File: src/rtl/serial_subtractor.sv
// Bit-serial two's-complement subtractor: one full-subtractor cell plus a borrow flop, LSB first.
// Optional signed-overflow flag is built only when SERIAL_SUB_OVF_EN is defined.
module serial_subtractor #(
    parameter int unsigned WIDTH = 8
) (
    input  logic             clk_i,
    input  logic             rst_ni,
    input  logic             in_valid_i,
    output logic             in_ready_o,
    input  logic [WIDTH-1:0] a_i,
    input  logic [WIDTH-1:0] b_i,
    input  logic             bin_i,
    output logic             out_valid_o,
    input  logic             out_ready_i,
    output logic [WIDTH-1:0] d_o,
    output logic             bout_o,
    output logic             ovf_o
);

    localparam int unsigned CntW = $clog2(WIDTH) + 1;
    localparam logic [CntW-1:0] LastCnt = CntW'(WIDTH - 1);

    typedef enum logic [1:0] {StIdle, StRun, StDone} state_e;

    state_e            state_q, state_d;
    logic [CntW-1:0]   cnt_q, cnt_d;
    logic [WIDTH-1:0]  a_q, a_d;
    logic [WIDTH-1:0]  b_q, b_d;
    logic [WIDTH-1:0]  d_q, d_d;
    logic              br_q, br_d;
    logic              bout_q, bout_d;
    logic              diff_bit;
    logic              br_next;

    // The operand LSBs are always the bit under process since both registers shift right.
    assign diff_bit = a_q[0] ^ b_q[0] ^ br_q;
    assign br_next  = (~a_q[0] & b_q[0]) | (~a_q[0] & br_q) | (b_q[0] & br_q);

`ifdef SERIAL_SUB_OVF_EN
    logic ovf_q, ovf_d;
`endif

    always_comb begin
        state_d = state_q;
        cnt_d   = cnt_q;
        a_d     = a_q;
        b_d     = b_q;
        d_d     = d_q;
        br_d    = br_q;
        bout_d  = bout_q;
`ifdef SERIAL_SUB_OVF_EN
        ovf_d   = ovf_q;
`endif
        unique case (state_q)
            StIdle: begin
                if (in_valid_i) begin
                    a_d     = a_i;
                    b_d     = b_i;
                    br_d    = bin_i;
                    cnt_d   = '0;
                    state_d = StRun;
                end
            end
            StRun: begin
                a_d   = {1'b0, a_q[WIDTH-1:1]};
                b_d   = {1'b0, b_q[WIDTH-1:1]};
                d_d   = {diff_bit, d_q[WIDTH-1:1]};
                br_d  = br_next;
                cnt_d = cnt_q + CntW'(1);
                if (cnt_q == LastCnt) begin
                    bout_d  = br_next;
`ifdef SERIAL_SUB_OVF_EN
                    // On the last edge a_q[0]/b_q[0] hold the operand sign bits.
                    ovf_d   = (a_q[0] ^ b_q[0]) & (diff_bit ^ a_q[0]);
`endif
                    state_d = StDone;
                end
            end
            StDone: begin
                if (out_ready_i) begin
                    state_d = StIdle;
                end
            end
            default: state_d = StIdle;
        endcase
    end

    always_ff @(posedge clk_i) begin
        if (!rst_ni) begin
            state_q <= StIdle;
            cnt_q   <= '0;
            a_q     <= '0;
            b_q     <= '0;
            d_q     <= '0;
            br_q    <= 1'b0;
            bout_q  <= 1'b0;
`ifdef SERIAL_SUB_OVF_EN
            ovf_q   <= 1'b0;
`endif
        end else begin
            state_q <= state_d;
            cnt_q   <= cnt_d;
            a_q     <= a_d;
            b_q     <= b_d;
            d_q     <= d_d;
            br_q    <= br_d;
            bout_q  <= bout_d;
`ifdef SERIAL_SUB_OVF_EN
            ovf_q   <= ovf_d;
`endif
        end
    end

    assign in_ready_o  = (state_q == StIdle);
    assign out_valid_o = (state_q == StDone);
    assign d_o         = d_q;
    assign bout_o      = bout_q;
`ifdef SERIAL_SUB_OVF_EN
    assign ovf_o       = ovf_q;
`else
    assign ovf_o       = 1'b0;
`endif

endmodule

File: config.mk
export PLATFORM = sky130hd
export DESIGN_NAME = serial_subtractor
export DESIGN_NICKNAME = d
export VERILOG_FILES = /design/src/rtl/serial_subtractor.sv
export SDC_FILE = /design/constraint.sdc
export NUM_CORES = 1
export LEC_CHECK = 0
export BUFFER_PORTS_ARGS = -buffer_cell sky130_fd_sc_hd__buf_2
export CORE_MARGIN = 10
export CORE_UTILIZATION = 50
export CTS_CLUSTER_DIAMETER = 60
export CTS_CLUSTER_SIZE = 16
export DETAILED_ROUTE_END_ITERATION = 10
export MAX_ROUTING_LAYER = met4
export PLACE_DENSITY = 0.84
export SETUP_SLACK_MARGIN = 0.4
export SLEW_MARGIN = 20
export SYNTH_ARGS = -nofsm -noshare
export SYNTH_HDL_FRONTEND = slang
export SYNTH_SLANG_ARGS = --single-unit
File: constraint.sdc
create_clock -name clk_i -period 1.5 [get_ports clk_i]
set_input_delay 0.15 -clock clk_i [delete_from_list [all_inputs] [get_ports clk_i]]
set_output_delay 0.15 -clock clk_i [all_outputs]
set_load 0.005 [all_outputs]
# [Word-level counts from Yosys, hierarchy flattened]
# Index checks and enable logic that the tools add are counted.
[op_classes] addsub=1 eq_ne=6 n_mux=12 n_bitwise=8 n_reduce_logical=5
[ops] op="case mux 8 bit (2 select lines)" count=2
[ops] op="2-to-1 mux 8 bit" count=2
[ops] op="case mux 4 bit (2 select lines)" count=1
[ops] op="2-to-1 mux 2 bit" count=3
[ops] op="case mux 2 bit (3 select lines)" count=1
[ops] op="adder 4 x 1 -> 4 bit (second input constant)" count=1
[ops] op="equality test 4 x 3 -> 1 bit (second input constant)" count=1
[ops] op="2-to-1 mux 4 bit" count=1
[ops] op="inequality test 2 bit (second input constant)" count=2
[ops] op="AND reduction 2 bit" count=2
[ops] op="AND 1 bit" count=3
[ops] op="AND reduction 3 bit" count=1
[ops] op="equality test 2 x 1 -> 1 bit (second input constant)" count=1
[ops] op="equality test 2 bit (second input constant)" count=1
[ops] op="logical NOT 2 bit" count=1
[ops] op="inequality test 2 x 1 -> 1 bit (second input constant)" count=1
[ops] op="bitwise OR 1 bit" count=2
[ops] op="case mux 1 bit (2 select lines)" count=1
[ops] op="nonzero test 2 bit" count=1
[ops] op="XOR 1 bit" count=2
[ops] op="2-to-1 mux 1 bit" count=1
[ops] op="NOT 1 bit" count=1
[word_totals] regBits=32 inputBits=21 out_inout_bits=12 word_cells=39

# [Logic depth before layout (Yosys ltp)]
# Gate-level depths: netlist of run 1.
[depth] word_depth=5 mapped_depth=5 depth_no_buf=4

# [Least setup slack after synthesis of run 1]
# OpenSTA, ideal clock, no wires.
[synth_path] path_kind="register to register" from="reg state_q[1]" to="reg a_q[4]" setup_ns=0.133 t_arrival_ns=1.023 required_time_ns=1.367 setup_slack_ns=0.345 stages_incl_launch_ff=6 n_path_buf=2 period_less_slack_ns=1.155 path_cell_list="dfxtp_1 -> buf_6 -> buf_6 -> or3b_1 -> o21ai_1 -> a21oi_1"
[synth_via] elab_chain_len=3 word_cells_on_any_way=6 classes_between="2 x eq/ne; 1 x mux; 3 x reduce/logical"
[synth_lines] item="from (decl)" line="25" rtl="state_e state_q, state_d;"
[synth_lines] item="from (signal assigned)" line="90" rtl="state_q <= StIdle;"
[synth_lines] item="from (signal assigned)" line="101" rtl="state_q <= state_d;"
[synth_lines] item="equality test 2 x 1 -> 1 bit / logical NOT 2 bit (equally long branches)" line="54" rtl="unique case (state_q)"
[synth_lines] item="nonzero test 2 bit (no line) / inequality test 2 bit (equally long branches)"
[synth_lines] item="AND reduction 2 bit (no line)"
[synth_lines] item="to (signal assigned)" line="92" rtl="a_q <= '0;"
[synth_lines] item="to (signal assigned)" line="103" rtl="a_q <= a_d;"
[synth_lines] item="to (decl)" line="27" rtl="logic [WIDTH-1:0] a_q, a_d;"
# Parallel ways exist; a longest one is shown, timed or not.
# A chain may end at the register's enable or synchronous reset.

# [Worst setup path after layout of run 1]
[layout_path] from="reg state_q[1]" to="out in_ready_o"
[layout_via] elab_chain_len=1
[layout_lines] item="logical NOT 2 bit" line="114" rtl="assign in_ready_o = (state_q == StIdle);"
[layout_lines] item="to (decl)" line="9" rtl="output logic in_ready_o,"
# No other way between the ends.

==> results.json, run 1 <==
{
  "finalCritPeriodShare_pct": 83.5,
  "fmax_ghz": 0.798,
  "path_max_fanout": 5,
  "rows": 19,
  "grt_remaining_overflow": 0,
  "powerDensity_nw_per_um2": 1020,
  "clk_path_buf_depth": 2,
  "synth-edff-count": 0,
  "route.detailed.drc": 0,
  "antenna_found_initial": 0,
  "cts.sinks": 32,
  "hold_depth": 3,
  "synthTopCellsByArea": "dfxtp_1 43%, o221ai_1 7.7%, a21oi_1 7.1%, nand2_1 4.6%, or3b_2 4.1%",
  "worstSetupPathType": "reg -> out",
  "start_util_pct": 52.9,
  "drv_cap": 0,
  "num_antenna_cells": 0,
  "hold_end": "b_q[3]",
  "cp-end-kind": "output port",
  "postLayoutCellArea_sq_um": 1930,
  "status": "finished, final reports clean",
  "gp_congestion": 0.789,
  "p_leak_nw": 0.795,
  "layout-drive-gt1-share_pct": 41.2,
  "rsz0062_at_grt": "true",
  "postRouteAntennaNets": 0,
  "async_flop_share_pct": 0,
  "cp.required_ps": 1350,
  "grt_use_total_pct": 14.7,
  "io_buffers": 31,
  "cts_buffers": 5,
  "syn_inst": 169,
  "totalWireLength_um": 4020,
  "tritoncts": "built",
  "r2r-start": "state_q[1]",
  "worstPathArrival_ps": 1100,
  "syn_avg_cell_area_sq_um": 8.78,
  "die_width_um": 74.5,
  "clock_skew_ps": 7.65,
  "hp-start": "b_i[3]",
  "synth_warnings": 0,
  "hold_viol": 0,
  "fillers": 224,
  "syn-num-nets": 192,
  "synth_ff_type": "dfxtp_1",
  "insertion_delay_ps": 340,
  "startpoint_type": "flop",
  "synth_cell_types": 35,
  "hold_path_class": "in -> reg",
  "viasPerCell": 5.97,
  "post-synth-top-area-fraction_pct": 43.2,
  "fin_crit_ps": 1250,
  "place_area_sq_um": 1650,
  "clk_pin_slew_worst_paths_ps": 100,
  "wl_per_cell_um": 16.6,
  "reg2reg_slack_ps": 270,
  "synthTopCellsByCount": "32 x dfxtp_1, 21 x a21oi_1, 18 x nand2_1",
  "yosysTopAreaCell": "dfxtp_1",
  "vias": 1445,
  "setup_tns_ps": 0,
  "synth_most_common_cell": "dfxtp_1",
  "hpwl_um": 2690,
  "timing.rr.end": "a_q[0]",
  "die_area_sq_um": 5550,
  "grt_pass1_wl_um": 6220,
  "cts-root-buf": "clkbuf_4",
  "drtIter0Drc": 168,
  "nets": 233,
  "grt_max_degree": 22,
  "grt_pass1_vias": 1404,
  "synth_seq_area_share_pct": 43.2,
  "setup_viol": 0,
  "slew_violations": 0,
  "ys_ff_latch": 32,
  "dieHeight_um": 74.5,
  "ir_drop_mv": 0.676,
  "drtPass1Iterations": 4,
  "area_growth_syn_to_layout_pct": 30.0,
  "reg2reg_depth": 4,
  "core_sq_um": 2810,
  "h-tree-depth": 2,
  "ios": 33,
  "hold_ws_ps": 104,
  "syn_area_sq_um": 1480
}
[what timing repair did]
item	in CTS	in global routing
buffers inserted	6	3
pin swaps	3	5
hold buffers	0	0
gates cloned	0	1
gates resized for setup	15	16
setup endpoints to repair	34	32
[critical path, stage by stage (launching register included)]
cell,delay (ps)
dfxtp_4,380
buf_4,140
nor2_1,110
buf_2,130
[per-layer routing]
metal  share of wire, %  global-route usage, %  vias to the layer above
met5                  0                      -                        -
met4                2.3                   5.25                        0
met3                7.1                   5.32                       11
met2                 49                   24.0                       52
met1                 42                   16.2                      679
li1                   -                      -                      703
[placed cells by master (no fill, tap or decap), drive strengths merged]
cell,n
a31oi,1
buf,49
bufinv,1
o221a,2
nor3,2
a22oi,2
o21a,1
dfxtp,32
clkbuf,7
nor3b,1
o21bai,1
nand3,2
ha,1
o22ai,7
o221ai,13
fa,1
a2bb2oi,1
o21ai,9
a32o,2
nor2,10
or3b,8
mux2i,2
nor2b,2
a211oi,1
clkinvlp,1
nand2,18
inv,7
conb,1
or3,1
a21oi,21
nand2b,2
and4b,2
[worst max path at each step]
stage                    start          end  slack (ps)  depth (start not counted)
global placement    state_q[1]  out_valid_o         160                          3
floorplan           state_q[1]       a_q[4]         380                          5
global route        state_q[1]   in_ready_o         220                          3
CTS                 state_q[1]       a_q[1]         260                          4
finish              state_q[1]   in_ready_o         250                          3
detailed placement  state_q[1]         br_q          70                          3
[sequential cells by signal (all words and copies together), names as in the netlist]
register,count
cnt_q,4
bout_o,1
b_q,8
br_q,1
a_q,8
state_q,2
d_o,8
[metrics by stage]
| step | std cells | worst slack, ps | power (mW) | utilization, % |
|---|---|---|---|---|
| after floorplan | 169 | 376 | 1.11 | - |
| after global placement | 224 | 163 | 1.18 | 58.9 |
| after detailed placement | 224 | 68.1 | 1.19 | 58.9 |
| after CTS | 238 | 257 | 1.94 | 65.7 |
| after global routing | 242 | 222 | 2.05 | 68.8 |
| final | 242 | 247 | 1.97 | 68.8 |
[cell families after synthesis]
| logic type | Yosys count | synth area share, % |
|---|---|---|
| AOI/OAI and AO/OA | 61 | 27.4 |
| adders and majority gates | 2 | 2.19 |
| buffers and inverters | 23 | 8.01 |
| DFF | 32 | 43.2 |
| muxes | 2 | 1.35 |
| other | 1 | 0.253 |
| and+or+nand+nor | 48 | 17.6 |
[final cells by class]
type	instances	area, sq um	area share [%]
clock inverter	1	30.0	1.56
sequential	32	651	33.7
timing repair buffer	49	308	16.0
clock buffer	7	65.1	3.37
multi-input combinational	114	803	41.6
tap	31	38.8	2.01
inverter	8	33.8	1.75
[where the power goes]
group	total [mW]	switching [mW]	leakage (nW)	internal, mW
clock network	0.740	0.297	0.0515	0.442
logic	0.286	0.143	0.478	0.143
registers	0.944	0.0463	0.265	0.898
total	1.97	0.487	0.795	1.48
(Power assumes the default switching activity.)
==> run 2, diff against run 1 <==
--- a/config.mk
+++ b/config.mk
@@ -7,12 +7,12 @@
 export LEC_CHECK = 0
 export BUFFER_PORTS_ARGS = -buffer_cell sky130_fd_sc_hd__buf_2
 export CORE_MARGIN = 10
-export CORE_UTILIZATION = 50
+export CORE_UTILIZATION = 47
 export CTS_CLUSTER_DIAMETER = 60
 export CTS_CLUSTER_SIZE = 16
 export DETAILED_ROUTE_END_ITERATION = 10
 export MAX_ROUTING_LAYER = met4
-export PLACE_DENSITY = 0.84
+export PLACE_DENSITY = 0.83
 export SETUP_SLACK_MARGIN = 0.4
 export SLEW_MARGIN = 20
 export SYNTH_ARGS = -nofsm -noshare
==> constraint.sdc (replaced) <==
create_clock -name clk_i -period 1 [get_ports clk_i]
set_input_delay 0.1 -clock clk_i [delete_from_list [all_inputs] [get_ports clk_i]]
set_output_delay 0.1 -clock clk_i [all_outputs]
set_load 0.005 [all_outputs]
==> results.json, run 2 (synthesized netlist as in run 1, its figures left out) <==
{
  "status": "finished with violations",
  "violations": "setup timing",
  "place_area_sq_um": 1780,
  "fin_crit_ps": 1230,
  "hold_end": "b_q[4]",
  "powerDensity_nw_per_um2": 1220,
  "hp-start": "b_i[4]",
  "die_width_um": 76.2,
  "dieHeight_um": 76.2,
  "clk_pin_slew_worst_paths_ps": 100,
  "timing.rr.end": "a_q[0]",
  "slew_violations": 0,
  "fin_cells": 277,
  "worstPathArrival_ps": 1130,
  "rsz0062_at_grt": "true",
  "finalCritPeriodShare_pct": 123,
  "core_sq_um": 3030,
  "tritoncts": "built",
  "layout-drive-gt1-share_pct": 56.2,
  "hold_viol": 0,
  "clk_path_buf_depth": 2,
  "start_util_pct": 49.0,
  "startpoint_type": "flop",
  "insertion_delay_ps": 340,
  "grt_max_degree": 17,
  "final_common_cell": "buf_4",
  "postLayoutCellArea_sq_um": 2240,
  "post-route-util_pct": 74.1,
  "num_antenna_cells": 0,
  "cts-root-buf": "clkbuf_4",
  "postRouteAntennaNets": 0,
  "placed_cells": 249,
  "grt_pass1_wl_um": 6330,
  "h-tree-depth": 2,
  "cts_hold_buf": 0,
  "hold_path_class": "in -> reg",
  "cts.sinks": 32,
  "viasPerCell": 5.42,
  "area_growth_syn_to_layout_pct": 51.2,
  "fillers": 198,
  "grt_pass1_vias": 1408,
  "r2r-start": "state_q[1]",
  "cp.required_ps": 900,
  "ir_drop_mv": 0.650,
  "setup_tns_ps": -4830,
  "worstSetupPathType": "reg -> out",
  "hpwl_um": 2510,
  "fmax_ghz": 0.811,
  "vias": 1500,
  "setup_viol": 34,
  "rows": 20,
  "cp-end-kind": "output port",
  "layout_common_cells": "25 x buf_4, 24 x buf_2, 19 x buf_6",
  "gp_congestion": 0.740,
  "drv_cap": 0,
  "route.detailed.drc": 0,
  "clock_skew_ps": 8.49,
  "totalWireLength_um": 4210,
  "antenna_found_initial": 0,
  "drtIter0Drc": 62,
  "hold_ws_ps": 30.4,
  "p_leak_nw": 0.930,
  "reg2reg_depth": 4,
  "drtPass1Iterations": 4,
  "cts_buffers": 5,
  "io_buffers": 31,
  "path_max_fanout": 2,
  "setup_ws_ps": -233,
  "grt_use_total_pct": 13.2,
  "ios": 33,
  "die_area_sq_um": 5800,
  "nets": 255,
  "hold_depth": 3,
  "grt_remaining_overflow": 0,
  "wl_per_cell_um": 15.2,
  "reg2reg_slack_ps": -230
}
[run 2: where the power goes]
part / switching [mW] / total (mW) / leakage, nW / internal, mW
registers: 0.0688 / 1.42 / 0.269 / 1.35
logic: 0.244 / 0.540 / 0.628 / 0.296
clock network: 0.429 / 0.775 / 0.0326 / 0.347
total: 0.741 / 2.74 / 0.930 / 1.99
[run 2: worst max-delay path by stage]
stage	start	end	slack, ps	depth (start not counted)
final	state_q[0]	out_valid_o	-230	4
after global routing	state_q[1]	out_valid_o	-290	4
after CTS	state_q[1]	out_valid_o	-230	4
after detailed placement	state_q[1]	b_q[6]	-200	4
after global placement	state_q[1]	b_q[5]	-170	4
after floorplan	state_q[1]	a_q[4]	-120	5
[run 2: layer usage]
| layer | track usage [%] | wire length (um) | vias up |
|---|---|---|---|
| met4 | 5.02 | 87 | 0 |
| met5 | - | 0 | - |
| li1 | - | - | 746 |
| met1 | 14.7 | 1760 | 706 |
| met2 | 21.9 | 2190 | 38 |
| met3 | 3.77 | 172 | 10 |
[run 2: worst max-delay path, stage by stage, from the launching register on]
cell,delay (ps)
dfxtp_4,360
buf_6,120
buf_6,110
nor2_2,100
buf_2,120
[run 2: final cells by class]
type / count / area [sq um] / share of cell area [%]
inverter: 8 / 33.8 / 1.51
clock buffer: 8 / 58.8 / 2.62
sequential: 32 / 662 / 29.5
timing repair buffer: 71 / 577 / 25.7
tap: 44 / 55.1 / 2.45
multi-input combinational: 114 / 857 / 38.2
[run 2: what timing repair did]
| action | in CTS | in global routing |
|---|---|---|
| gates resized for setup | 41 | 24 |
| setup buffers | 13 | 4 |
| pin swaps | 13 | 4 |
| cloned | 1 | 2 |
| endpoints found under the setup margin | 43 | 43 |
[run 2: stage by stage]
stage | worst slack, ps | power, mW
detailed placement | -196 | 1.82
floorplan | -124 | 1.68
finish | -233 | 2.74
global placement | -173 | 1.82
global route | -294 | 2.84
CTS | -230 | 2.66
==> run 3, diff against run 2 <==
==> constraint.sdc (replaced) <==
create_clock -name clk_i -period 1.1 [get_ports clk_i]
set_input_delay 0.11 -clock clk_i [delete_from_list [all_inputs] [get_ports clk_i]]
set_output_delay 0.11 -clock clk_i [all_outputs]
set_load 0.005 [all_outputs]
==> results.json, run 3 (synthesized netlist as in run 1, its figures left out) <==
{
  "worstSetupPathType": "reg -> reg",
  "p_leak_nw": 0.947,
  "fillers": 201,
  "io_buffers": 31,
  "h-tree-depth": 2,
  "antenna_found_initial": 0,
  "place_area_sq_um": 1730,
  "route.detailed.drc": 0,
  "hold_path_class": "in -> reg",
  "nets": 255,
  "ios": 33,
  "hpwl_um": 2630,
  "postRouteAntennaNets": 0,
  "post-route-util_pct": 80.0,
  "finalCritPeriodShare_pct": 119,
  "path_cells": "buf_4 > nand2b_4 > buf_4 > buf_6 > o221ai_2 > a21oi_1",
  "fin_crit_ps": 1310,
  "clock_skew_ps": 12.3,
  "cpMostUsedCell": "buf_4",
  "hold_viol": 0,
  "violations": "setup timing",
  "cp-end-kind": "flop",
  "grt_pass1_wl_um": 7470,
  "wl_per_cell_um": 18.6,
  "drtIter0Drc": 78,
  "core_sq_um": 3030,
  "cp_slowest_stage_delay_ps": 380,
  "totalWireLength_um": 5140,
  "fmax_ghz": 0.764,
  "area_growth_syn_to_layout_pct": 63.2,
  "clk_path_buf_depth": 2,
  "cts-root-buf": "clkbuf_4",
  "viasPerCell": 5.79,
  "cp.required_ps": 1320,
  "grt_max_degree": 15,
  "tritoncts": "built",
  "drtPass1Iterations": 4,
  "rows": 20,
  "final_common_cell": "buf_4",
  "cts_buffers": 5,
  "drv_cap": 0,
  "vias": 1597,
  "num_antenna_cells": 0,
  "slew_violations": 0,
  "layout_common_cells": "26 x buf_4, 24 x buf_2, 19 x buf_6",
  "gp_congestion": 0.786,
  "cts.sinks": 32,
  "cpMaxStageDelayCell": "dfxtp_4",
  "setup_ws_ps": -209,
  "setup_viol": 31,
  "grt_use_total_pct": 15.8,
  "start_util_pct": 49.0,
  "rsz0062_at_grt": "true",
  "ir_drop_mv": 0.873,
  "grt_remaining_overflow": 0,
  "clk_pin_slew_worst_paths_ps": 110,
  "die_width_um": 76.2,
  "postLayoutCellArea_sq_um": 2420,
  "worstPathArrival_ps": 1530,
  "die_area_sq_um": 5800,
  "path_max_fanout": 5,
  "dieHeight_um": 76.2,
  "layout-drive-gt1-share_pct": 66.4,
  "powerDensity_nw_per_um2": 1050,
  "startpoint_type": "flop",
  "insertion_delay_ps": 340,
  "status": "finished with violations",
  "grt_pass1_vias": 1598
}
[run 3: worst paths after layout]
| check | from | end | slack (ps) | depth (start not counted) |
|---|---|---|---|---|
| hold reg to reg | d_o[0] | d_o[0] | 480 | 2 |
| hold / removal | b_i[3] | b_q[3] | 60 | 3 |
| setup reg to reg | state_q[1] | br_q | -210 | 6 |
| setup / recovery | state_q[1] | br_q | -210 | 6 |
[run 3: worst max-delay path: cells and delay by family (launching register included)]
kind / cells / cell delay (ps)
flops: 1 / 380
compound gates: 2 / 230
simple gates: 1 / 150
buf+inv: 3 / 430
[run 3: per-stage QoR]
stage | TNS (ps) | power, mW | hold WS (ps) | std cells | setup WS [ps]
2_1_floorplan | -172 | 1.53 | 289 | 169 | -24.0
3_3_place_gp | -2490 | 1.63 | 380 | 243 | -138
3_5_place_dp | -4370 | 1.64 | 395 | 243 | -200
4_1_cts | -1660 | 2.40 | 34.3 | 272 | -148
5_1_grt | -3670 | 2.65 | 43.3 | 276 | -227
6_report | -2550 | 2.53 | 57.4 | 276 | -209
[run 3: layout make-up]
type | count | area (sq um) | share of cell area (%)
multi-input combinational | 114 | 1050 | 43.4
timing repair buffer | 71 | 564 | 23.3
tap | 44 | 55.1 | 2.27
inverter | 8 | 33.8 | 1.40
clock buffer | 6 | 41.3 | 1.71
clock inverter | 1 | 5.00 | 0.207
sequential | 32 | 671 | 27.7
[run 3: repair_timing]
item,4_1_cts,5_1_grt
hold buffers,0,0
hold endpoints to repair,0,0
setup buffers,19,4
pin swaps,22,8
setup endpoints to repair,43,43
gates resized for setup,63,42
gates cloned,3,0
[run 3: per-layer routing]
metal  global-route usage (%)  wire length [um]  vias to the layer above
li1                         -                 -                      750
met1                     16.2              1970                      781
met2                     27.0              2790                       51
met3                     5.66               225                       15
met4                     6.32               152                        0
met5                        -                 0                        -
[run 3: report_power, final]
| group | leakage (nW) | switching, mW | internal, mW |
|---|---|---|---|
| Clock | 0.0281 | 0.402 | 0.235 |
| Sequential | 0.271 | 0.0808 | 1.22 |
| Combinational | 0.648 | 0.284 | 0.305 |
| Total | 0.947 | 0.767 | 1.77 |
